--- config.mk ---
export PLATFORM = sky130hd
export DESIGN_NAME = fifo_mc_sync_flat
export DESIGN_NICKNAME = d
export VERILOG_FILES = /design/src/rtl/fifo_mc_sync_if.sv /design/src/rtl/fifo_mc_sync.sv /design/src/flat_wrapper.sv
export SDC_FILE = /design/constraint.sdc
export NUM_CORES = 2
export LEC_CHECK = 0
export CAP_MARGIN = 20
export CORE_ASPECT_RATIO = 1.1
export CORE_MARGIN = 3
export CORE_UTILIZATION = 50
export DETAILED_ROUTE_END_ITERATION = 10
export PLACE_DENSITY = 0.68
export SYNTH_ARGS = -nofsm -noshare
export SYNTH_HDL_FRONTEND = slang
export SYNTH_SLANG_ARGS = --single-unit
--- constraint.sdc ---
create_clock -name clk -period 2.9 [get_ports clk]
set_input_delay 0.725 -clock clk [delete_from_list [all_inputs] [get_ports clk]]
set_output_delay 0.725 -clock clk [all_outputs]
set_load 0.02 [all_outputs]
--- src/rtl/fifo_mc_sync_if.sv ---
// Write/read bus of the multi-channel entry FIFO: tail unit writes and commit,
// head unit reads and pop, plus per-channel status.
interface fifo_mc_sync_if #(
  parameter int NUM_CH    = 4,
  parameter int CH_SZ     = 2,
  parameter int PTR_SZ    = 2,
  parameter int PTR_IN_SZ = 4,
  parameter int UWIDTH    = 8
) ();
  logic [CH_SZ-1:0]               wch;
  logic                           we;
  logic [PTR_IN_SZ-1:0]           waddr_in;
  logic [UWIDTH-1:0]              wdata;
  logic                           winc;
  logic [CH_SZ-1:0]               rch;
  logic                           rinc;
  logic [PTR_IN_SZ-1:0]           raddr_in;
  logic [UWIDTH-1:0]              rdata;
  logic [NUM_CH-1:0]              wfull;
  logic [NUM_CH-1:0]              rempty;
  logic [NUM_CH*(PTR_SZ+1)-1:0]   count;
  logic [NUM_CH-1:0]              werr;
  logic [NUM_CH-1:0]              rerr;

  modport master (
    output wch, we, waddr_in, wdata, winc, rch, rinc, raddr_in,
    input  rdata, wfull, rempty, count, werr, rerr
  );

  modport slave (
    input  wch, we, waddr_in, wdata, winc, rch, rinc, raddr_in,
    output rdata, wfull, rempty, count, werr, rerr
  );
endinterface

--- src/rtl/fifo_mc_sync.sv ---
// Single-clock multi-channel entry FIFO: NUM_CH queues of DEPTH entries sharing one memory.
// Define FIFO_MC_ERR_FLAGS_EN to get sticky per-channel overflow/underflow flags.
module fifo_mc_sync #(
  parameter int NUM_CH    = 4,
  parameter int CH_SZ     = 2,
  parameter int DEPTH     = 4,
  parameter int PTR_SZ    = 2,
  parameter int WIDTH     = 11,
  parameter int UWIDTH    = 8,
  parameter int PTR_IN_SZ = 4
) (
  input  logic           clk,
  input  logic           rst,
  fifo_mc_sync_if.slave  bus
);
  localparam int CNT_W   = PTR_SZ + 1;
  localparam int ENTRIES = NUM_CH * DEPTH;
  localparam logic [PTR_IN_SZ-1:0] LAST_UNIT = PTR_IN_SZ'(WIDTH - 1);
  localparam logic [CNT_W-1:0]     FULL_CNT  = CNT_W'(DEPTH);

  logic [UWIDTH-1:0] mem [ENTRIES][WIDTH];

  logic [NUM_CH-1:0][PTR_SZ-1:0] head_vec;
  logic [NUM_CH-1:0][PTR_SZ-1:0] tail_vec;
  logic [NUM_CH-1:0]             full;
  logic [NUM_CH-1:0]             empty;
  logic [NUM_CH-1:0]             push_ok;
  logic [NUM_CH-1:0]             pop_ok;
  logic [UWIDTH-1:0]             rdata_reg;

  genvar gi;
  generate
    for (gi = 0; gi < NUM_CH; gi++) begin : g_ch
      logic [PTR_SZ-1:0] head_reg;
      logic [PTR_SZ-1:0] tail_reg;
      logic [CNT_W-1:0]  count_reg;

      assign full[gi]  = (count_reg == FULL_CNT);
      assign empty[gi] = (count_reg == '0);
      // A full channel still accepts a push when the same channel pops this cycle.
      assign pop_ok[gi]  = bus.rinc && (bus.rch == CH_SZ'(gi)) && !empty[gi];
      assign push_ok[gi] = bus.winc && (bus.wch == CH_SZ'(gi)) && (!full[gi] || pop_ok[gi]);

      always_ff @(posedge clk or negedge rst) begin
        if (!rst) begin
          head_reg  <= '0;
          tail_reg  <= '0;
          count_reg <= '0;
        end else begin
          if (push_ok[gi]) tail_reg <= tail_reg + 1'b1;
          if (pop_ok[gi])  head_reg <= head_reg + 1'b1;
          case ({push_ok[gi], pop_ok[gi]})
            2'b10:   count_reg <= count_reg + 1'b1;
            2'b01:   count_reg <= count_reg - 1'b1;
            default: count_reg <= count_reg;
          endcase
        end
      end

      assign head_vec[gi] = head_reg;
      assign tail_vec[gi] = tail_reg;
      assign bus.count[gi*CNT_W +: CNT_W] = count_reg;
    end
  endgenerate

  assign bus.wfull  = full;
  assign bus.rempty = empty;

  logic                        wr_ok;
  logic                        rd_ok;
  logic [CH_SZ+PTR_SZ-1:0]     wr_entry;
  logic [CH_SZ+PTR_SZ-1:0]     rd_entry;

  assign wr_ok    = bus.we && !full[bus.wch] && (bus.waddr_in <= LAST_UNIT);
  assign rd_ok    = !empty[bus.rch] && (bus.raddr_in <= LAST_UNIT);
  assign wr_entry = {bus.wch, tail_vec[bus.wch]};
  assign rd_entry = {bus.rch, head_vec[bus.rch]};

  always_ff @(posedge clk) begin
    if (wr_ok) mem[wr_entry][bus.waddr_in] <= bus.wdata;
  end

  // Registered read sees pre-edge memory, so a same-cycle write returns old data.
  always_ff @(posedge clk or negedge rst) begin
    if (!rst) rdata_reg <= '0;
    else      rdata_reg <= rd_ok ? mem[rd_entry][bus.raddr_in] : '0;
  end

  assign bus.rdata = rdata_reg;

`ifdef FIFO_MC_ERR_FLAGS_EN
  logic [NUM_CH-1:0] werr_set;
  logic [NUM_CH-1:0] rerr_set;
  logic [NUM_CH-1:0] werr_reg;
  logic [NUM_CH-1:0] rerr_reg;

  generate
    for (gi = 0; gi < NUM_CH; gi++) begin : g_err
      assign werr_set[gi] = ((bus.winc && (bus.wch == CH_SZ'(gi)) && !push_ok[gi]) ||
                             (bus.we   && (bus.wch == CH_SZ'(gi)) && full[gi]));
      assign rerr_set[gi] = bus.rinc && (bus.rch == CH_SZ'(gi)) && empty[gi];
    end
  endgenerate

  always_ff @(posedge clk or negedge rst) begin
    if (!rst) begin
      werr_reg <= '0;
      rerr_reg <= '0;
    end else begin
      werr_reg <= werr_reg | werr_set;
      rerr_reg <= rerr_reg | rerr_set;
    end
  end

  assign bus.werr = werr_reg;
  assign bus.rerr = rerr_reg;
`else
  assign bus.werr = '0;
  assign bus.rerr = '0;
`endif

endmodule

--- src/flat_wrapper.sv ---
// flat-port wrapper written by rule: the top's interface ports become plain ports
module fifo_mc_sync_flat 
#(
  parameter int NUM_CH    = 4,
  parameter int CH_SZ     = 2,
  parameter int DEPTH     = 4,
  parameter int PTR_SZ    = 2,
  parameter int WIDTH     = 11,
  parameter int UWIDTH    = 8,
  parameter int PTR_IN_SZ = 4
)
  (clk, rst, bus_wch, bus_we, bus_waddr_in, bus_wdata, bus_winc, bus_rch, bus_rinc, bus_raddr_in, bus_rdata, bus_wfull, bus_rempty, bus_count, bus_werr, bus_rerr);
  fifo_mc_sync_if #(.NUM_CH(NUM_CH), .CH_SZ(CH_SZ), .PTR_SZ(PTR_SZ), .PTR_IN_SZ(PTR_IN_SZ), .UWIDTH(UWIDTH)) bus_i ();
  input  logic clk;
  input  logic rst;
  input wire logic [$bits(bus_i.wch)-1:0] bus_wch;
  input wire logic [$bits(bus_i.we)-1:0] bus_we;
  input wire logic [$bits(bus_i.waddr_in)-1:0] bus_waddr_in;
  input wire logic [$bits(bus_i.wdata)-1:0] bus_wdata;
  input wire logic [$bits(bus_i.winc)-1:0] bus_winc;
  input wire logic [$bits(bus_i.rch)-1:0] bus_rch;
  input wire logic [$bits(bus_i.rinc)-1:0] bus_rinc;
  input wire logic [$bits(bus_i.raddr_in)-1:0] bus_raddr_in;
  output wire logic [$bits(bus_i.rdata)-1:0] bus_rdata;
  output wire logic [$bits(bus_i.wfull)-1:0] bus_wfull;
  output wire logic [$bits(bus_i.rempty)-1:0] bus_rempty;
  output wire logic [$bits(bus_i.count)-1:0] bus_count;
  output wire logic [$bits(bus_i.werr)-1:0] bus_werr;
  output wire logic [$bits(bus_i.rerr)-1:0] bus_rerr;
  assign bus_i.wch = bus_wch;
  assign bus_i.we = bus_we;
  assign bus_i.waddr_in = bus_waddr_in;
  assign bus_i.wdata = bus_wdata;
  assign bus_i.winc = bus_winc;
  assign bus_i.rch = bus_rch;
  assign bus_i.rinc = bus_rinc;
  assign bus_i.raddr_in = bus_raddr_in;
  assign bus_rdata = bus_i.rdata;
  assign bus_wfull = bus_i.wfull;
  assign bus_rempty = bus_i.rempty;
  assign bus_count = bus_i.count;
  assign bus_werr = bus_i.werr;
  assign bus_rerr = bus_i.rerr;
  fifo_mc_sync #(.NUM_CH(NUM_CH), .CH_SZ(CH_SZ), .DEPTH(DEPTH), .PTR_SZ(PTR_SZ), .WIDTH(WIDTH), .UWIDTH(UWIDTH), .PTR_IN_SZ(PTR_IN_SZ)) u_core (.clk(clk), .rst(rst), .bus(bus_i));
endmodule
-- Word level (Yosys, flattened, before mapping)
Memory sizes are Yosys's and may differ from the RTL's.
Cells that the tools add are included.
W data, S select, Z words.
- latch bits: 0
- RAM bits: 1408
- output and inout port bits: 36
- bits in read-only memories: 0
- register bits after elaboration: 36
- input bits: 25
- memories: 1
- logic and storage cells: 121
- bitwise operators: 2
- divide/modulo/power cells: 0
- $lt $le $gt $ge: 7
- muxes and demuxes: 20
- $add $sub $neg: 16
- shift-type cells: 0
- reductions and logical operators: 44
- multipliers: 0
- equal/unequal tests: 18
- memory list (memory ; words ; width ; rd ports ; clocked after memory_dff ; wr ports ; line ; text):
    u_core.mem ; 16 ; 88 ; 1 ; 0 ; 1 ; fifo_mc_sync.sv:21 ; logic [UWIDTH-1:0] mem [ENTRIES][WIDTH];
- operator list (cell ; count):
    $mux W88 ; 1
    $bmux W8 S4 ; 1
    $demux W8 S4 ; 1
    $mux W8 ; 4
    $pmux W3 S2 ; 4
    $logic_and A1 B1 Y1 ; 20
    $add A2 B1 Y2 const B ; 8
    $eq A2 B2 Y1 const B ; 8
    $add A3 B1 Y3 const B ; 4
    $eq A2 B1 Y1 const B ; 6
    $eq A3 B3 Y1 const B ; 4
    $logic_not A3 Y1 ; 4
    $sub A3 B1 Y3 const B ; 4
    $ge A5 B5 Y1 const B ; 2
    $logic_not A1 Y1 ; 10
    $not A4 Y5 ; 2
    $bmux W2 S2 ; 2
    $le A4 B4 Y1 const B ; 2
    $reduce_bool A2 Y1 ; 4
    $lt A2 B3 Y1 const B ; 2
    $lt A5 B1 Y1 const B ; 1
    $bmux W1 S2 ; 2
    $logic_not A2 Y1 ; 2
    $logic_or A1 B1 Y1 ; 4
    2 further kinds ; 5

-- Longest topological paths before layout
- word-level depth: 8
- depth in mapped cells: 14
- mapped depth without buffers: 10

-- Worst setup path after synthesis
No wires, ideal clock.
- kind: register to register
- from: register u_core.g_ch[3].count_reg[0]
- to: memory u_core.mem[1][24] in the netlist's numbering, enable pin
- path buffers: 1
- cell stages (with the launch flop): 9
- arrival: 2713 ps
- data required time: 2530 ps
- path slack: -183 ps
- path through: dfrtp_1 > inv_1 > and3_1 > mux4_2 > nand2b_1 > nor3b_1 > nand3_1 > clkbuf_1 > nor2_1
- longest elaborated chain between the ends: 8
- RTL lines (item ; line ; text):
    from (decl) ; fifo_mc_sync.sv:36 ; logic [CNT_W-1:0] count_reg;
    from (signal assigned) ; fifo_mc_sync.sv:53 ; 2'b10: count_reg <= count_reg + 1'b1;
    from (signal assigned) ; fifo_mc_sync.sv:54 ; 2'b01: count_reg <= count_reg - 1'b1;
    from (signal assigned) ; fifo_mc_sync.sv:55 ; default: count_reg <= count_reg;
    $eq A3 B3 Y1 ; fifo_mc_sync.sv:38 ; assign full[gi] = (count_reg == FULL_CNT);
    named net bus_wfull[3] ; flat_wrapper.sv:25 ; output wire logic [$bits(bus_i.wfull)-1:0] bus_wfull;
    $bmux W1 S2 ; fifo_mc_sync.sv:74 ; assign wr_ok = bus.we && !full[bus.wch] && (bus.waddr_in <= LAST_UNIT);
    $mux W1 (not written as such) ; fifo_mc_sync.sv:74 ;
    $logic_not A1 Y1 ; fifo_mc_sync.sv:74 ;
    $logic_and A1 B1 Y1 (2 in series) ; fifo_mc_sync.sv:74 ;
    $mux W1 ; fifo_mc_sync.sv:80 ; if (wr_ok) mem[wr_entry][bus.waddr_in] <= bus.wdata;
    $mux W88 (not written as such) ; fifo_mc_sync.sv:80 ;
    to (decl) ; fifo_mc_sync.sv:21 ;
The timed path passes the listed nets, and every way through them passes these cells. The select of a mux whose other input is x is not followed.

-- Worst setup path after layout
- from: register u_core.g_ch[3].head_reg[1]
- to: register u_core.rdata_reg[6], in the netlist u_core.bus.rdata[6]
- longest elaborated chain between the ends: 7
- RTL lines (item ; line ; text):
    from (decl) ; fifo_mc_sync.sv:34 ; logic [PTR_SZ-1:0] head_reg;
    from (signal assigned) ; fifo_mc_sync.sv:51 ; if (pop_ok[gi]) head_reg <= head_reg + 1'b1;
    $bmux W2 S2 ; fifo_mc_sync.sv:77 ; assign rd_entry = {bus.rch, head_vec[bus.rch]};
    $mux W2 (not written as such) ; fifo_mc_sync.sv:77 ;
    $mem_v2 Z16 W88 ; -- ;
    $bmux W8 S4 ; fifo_mc_sync.sv:86 ; else rdata_reg <= rd_ok ? mem[rd_entry][bus.raddr_in] : '0;
    $mux W8 (not written as such) (2 in series) ; fifo_mc_sync.sv:86 ;
    $mux W8 ; fifo_mc_sync.sv:86 ;
    to (signal assigned) ; fifo_mc_sync.sv:86 ;
    to (decl) ; fifo_mc_sync.sv:29 ; logic [UWIDTH-1:0] rdata_reg;
No other way between the ends. The select of a mux whose other input is x is not followed.
A chain may end at the register's enable or synchronous reset.

==> flow_summary.yaml <==
cts:
  cts_buffers: 140
  cts_tree: "built"
  cts.reportedPaths.clkPinSlew_ns: 0.06
  ctsHtreeMaxLevel: 4
  cell_at_the_root_of_the_clock_tree: "sky130_fd_sc_hd__clkbuf_16"
  numClockSinks: 1444
  cts.path.max_buffers: 3
  worst_skew_pair.late_latency_ns: 0.78
critical_path:
  r2r_depth: 12
  critPathMostFrequentCell: "sky130_fd_sc_hd__buf_12"
  crit_chain: "mux4_4 -> buf_12 -> buf_12 -> buf_6 -> mux2i_1 -> mux4_2 -> nor2_1 -> a311oi_2 -> buf_4 -> o21ai_2 -> o211ai_1 -> a21oi_1"
  worst-path-buf-inv: 4
  reg2reg_setup_slack_ns: -0.42
  critPathSlowestCell: "sky130_fd_sc_hd__mux4_4"
  critical-path-max-stage-delay_ns: 0.68
  crit_start: "u_core.g_ch[3].head_reg[1]"
  critPathLaunchType: "register"
  critical_path_arrival_ns: 3.96
  timing.rr.start: "u_core.g_ch[3].head_reg[1]"
  path_delay_family: "multiplexers"
  timing.setup.critical_path_class: "reg -> reg"
  regToRegEndpoint: "u_core.bus.rdata[6]"
  critPathRequiredTime_ns: 3.54
  timing.critical_path.to_type: "register"
  crit_fanout: 7
sta:
  timing.final.max_slew_violations: 0
  final.setup.tns_ns: -2.899
  setup_viol: 8
  max_clock_freq_ghz: 0.3009
  report.final.hold_viol_count: 0
  final.setup_skew_ns: 0.03441
  tightestPinTransition_ns: 0.6659
  setup_slack_ns: -0.4239
  fin_crit_ns: 3.324
  period_share_pct: 114.6
  slew-limit-headroom_pct: 55.31
  rsz_0062_raised_after_global_routing: "true"
run_status:
  status: "finished, violations left"
  violations: "setup timing"
synthesis:
  synthDominantCellAreaShare_pct: 72.34
  synth_enable_flop_cells: 1408
  ys_seq_elements: 1444
  netlist.top_cell.by_area: "sky130_fd_sc_hd__edfxtp_1"
  synth_async_sr_flop_share_pct: 2.493
  yosysSeqAreaShare_pct: 73.89
  number_of_distinct_library_cell_variants_in_the_gate_level_netlist_after_synthesis: 75
  ys.flop_type: "sky130_fd_sc_hd__edfxtp_1"
  synth_cells: 3872
  synthTopCellsByArea: "sky130_fd_sc_hd__edfxtp_1, sky130_fd_sc_hd__mux2i_1, sky130_fd_sc_hd__nand2_1"
  syn_avg_cell_area_um2: 15.09
  yosysMostFrequentCell: "sky130_fd_sc_hd__edfxtp_1"
  synth.yosys.warnings: 0
  synth_top_cells_by_count: "sky130_fd_sc_hd__edfxtp_1, sky130_fd_sc_hd__nand2_1, sky130_fd_sc_hd__mux2i_1"
  syn-cell-area_mm2: 0.05844
detailed_routing:
  detail_route.wirelength.met1_um: 66070
  met2RoutedLength_um: 80720
  top_layer_used: "met5"
  routedWlPerCell_um: 28.58
  remaining_routing_drc_violations: 0
  postRouteWirelength_um: 176900
  drt_pass1_iterations: 9
  first_iter_violations: 5574
  met3_wirelength_from_detailed_routing_um: 21040
  via_count: 38150
  detail-route-antenna-nets: 0
  detail_route.vias_per_cell: 6.162
final_layout:
  final_layout_size_suffix_gt1_share_pct: 26.15
  largest_reg_flops: 1408
  area_growth_syn_to_layout_pct: 24.29
  nets: 4595
  utilization_pct: 63.07
global_route:
  grt_first_pass_wirelength_um: 254200
  antenna_violations_before_repair: 4
  via_count_of_the_first_global_routing_pass: 37010
  globalRouteOverflowTotal: 0
  largest_net_degree_at_the_start_of_global_routing: 99
  globalRouteTotalUtil_pct: 28.96
floorplanning:
  die_h_um: 364.6
  die_area_mm2: 0.1210
  design.core.area_mm2: 0.1152
  starting_density_of_the_core_pct: 50.75
  floorplan.rows: 130
  io_pins: 61
  chipWidth_um: 332.0
place:
  dp_worst_slack_ns: -1.138
  finalWeightedCongestion: 0.9396
  place_hpwl_um: 115900
  io_buffers: 52
power_and_ir_drop:
  leakage_nw: 25.47
  sequentialPowerShare_pct: 37.5
  share_of_power_burned_in_the_clock_network_pct: 28.3
  worst_ir_drop_vdd_mv: 0.7640
  power_density_mw_per_mm2: 862.3
  report.power.total_mw: 62.63
  combinational_share_of_power_pct: 34.2
  internal_power_mw: 42.31
  swShare_pct: 32.44
  net-switching-power_mw: 20.32
worst_hold_path:
  worst_hold_path_type: "in -> async"
job:
  drv_cap: 0
[cell families (layout without fill, tap and decap cells)]
| group | after synthesis | count (layout) | share of synthesized area (%) |
|---|---|---|---|
| AO/OA/AOI/OAI | 528 | 528 | 6.500 |
| XOR/XNOR | 26 | 26 | 0.3896 |
| adder cells (fa/ha/maj) | 6 | 6 | 0.1798 |
| buffers and inverters | 279 | 1070 | 2.599 |
| flip-flops | 1444 | 1444 | 73.89 |
| multiplexers | 366 | 366 | 7.279 |
| other | 1 | 11 | 0.006416 |
| AND/OR/NAND/NOR | 1222 | 1222 | 9.161 |
[routing by layer]
layer  vias up  GRT usage [%]
li1      16170              -
met3       458          6.942
met2      2476          44.79
met5         -              0
met4         2          13.74
met1     19040          39.10
[power groups by stage]
stage	registers, mW	logic, mW	clock network (mW)
detailed placement	23.9	19.1	0
floorplan	24.0	10.8	0
global route	23.5	22.5	18.7
CTS	23.5	20.5	17.8
finish	23.5	21.4	17.7
global placement	23.9	18.8	0
[cell type report]
cell class | instances | area, µm²
sequential | 1444 | 43180
tap | 1518 | 1899
timing repair buffer | 806 | 8298
fill | 8098 | 42520
multi-input combinational | 2156 | 14790
clock buffer | 174 | 3695
inverter | 16 | 60.06
clock inverter | 74 | 705.7
antenna | 3 | 7.507
[worst register-to-register path: cells and delay by family, from the launching register on]
| family | cells | cell delay (ns) |
|---|---|---|
| muxes | 3 | 1.09 |
| DFF | 1 | 0.39 |
| and+or+nand+nor | 1 | 0.05 |
| AOI/OAI and AO/OA | 4 | 0.92 |
| buffers and inverters | 4 | 0.76 |
[metrics by stage]
stage	area (µm²)	hold WS [ns]	instances
finish	72640	0.02555	6191
global route	72630	0.04991	6189
CTS	72200	0.001366	6169
detailed placement	66870	0.4617	5905
global placement	66870	0.4533	5905
floorplan	58840	0.4294	3879
[repair_timing]
item / in CTS / in global routing
setup endpoints to repair: 16 / 253
cloned: 9 / 3
pin swaps: 37 / 28
gates resized for setup: 126 / 50
hold buffers: 0 / 0
buffers inserted: 9 / 18
[cells in the final DEF (no fill, tap or decap), types with 9 or more instances in the layout]
cell type	count
sky130_fd_sc_hd__edfxtp_1	1408
sky130_fd_sc_hd__nand2_1	619
sky130_fd_sc_hd__buf_4	590
sky130_fd_sc_hd__mux2i_1	290
sky130_fd_sc_hd__nor2_1	166
sky130_fd_sc_hd__clkbuf_16	146
sky130_fd_sc_hd__buf_12	141
sky130_fd_sc_hd__nor2b_1	127
sky130_fd_sc_hd__nand3_1	122
sky130_fd_sc_hd__a211oi_1	108
sky130_fd_sc_hd__a31oi_1	81
sky130_fd_sc_hd__a21oi_1	59
sky130_fd_sc_hd__nor2_2	53
sky130_fd_sc_hd__a311oi_1	49
sky130_fd_sc_hd__mux4_2	42
sky130_fd_sc_hd__dfrtp_1	35
sky130_fd_sc_hd__and3_1	32
sky130_fd_sc_hd__clkdlybuf4s50_1	32
sky130_fd_sc_hd__clkbuf_1	31
sky130_fd_sc_hd__o21ai_0	28
sky130_fd_sc_hd__clkinv_1	24
sky130_fd_sc_hd__o22ai_1	22
sky130_fd_sc_hd__mux2_2	20
sky130_fd_sc_hd__a211oi_2	20
sky130_fd_sc_hd__clkinv_2	20
sky130_fd_sc_hd__nor3_1	17
sky130_fd_sc_hd__o211ai_1	16
sky130_fd_sc_hd__inv_1	15
sky130_fd_sc_hd__xnor2_1	14
sky130_fd_sc_hd__buf_6	14
sky130_fd_sc_hd__a311oi_2	13
sky130_fd_sc_hd__a22oi_1	13
sky130_fd_sc_hd__xor2_1	12
sky130_fd_sc_hd__nor2_4	11
sky130_fd_sc_hd__nand4_1	11
sky130_fd_sc_hd__a21oi_2	9
sky130_fd_sc_hd__nor4_1	9
sky130_fd_sc_hd__bufinv_16	9
sky130_fd_sc_hd__buf_16	9
[how the worst max path moves through the flow]
stage / end / slack [ns] / cells past startpoint
after floorplan: u_core.mem[13][56] / -0.12 / 8
after global routing: u_core.bus.rdata[6] / -0.47 / 12
after detailed placement: u_core.bus.rdata[6] / -1.14 / 12
after global placement: u_core.bus.rdata[6] / -1.09 / 12
after CTS: u_core.bus.rdata[6] / -0.33 / 12
final: u_core.bus.rdata[6] / -0.42 / 12
Note: power is estimated with default switching activity, not from simulation.
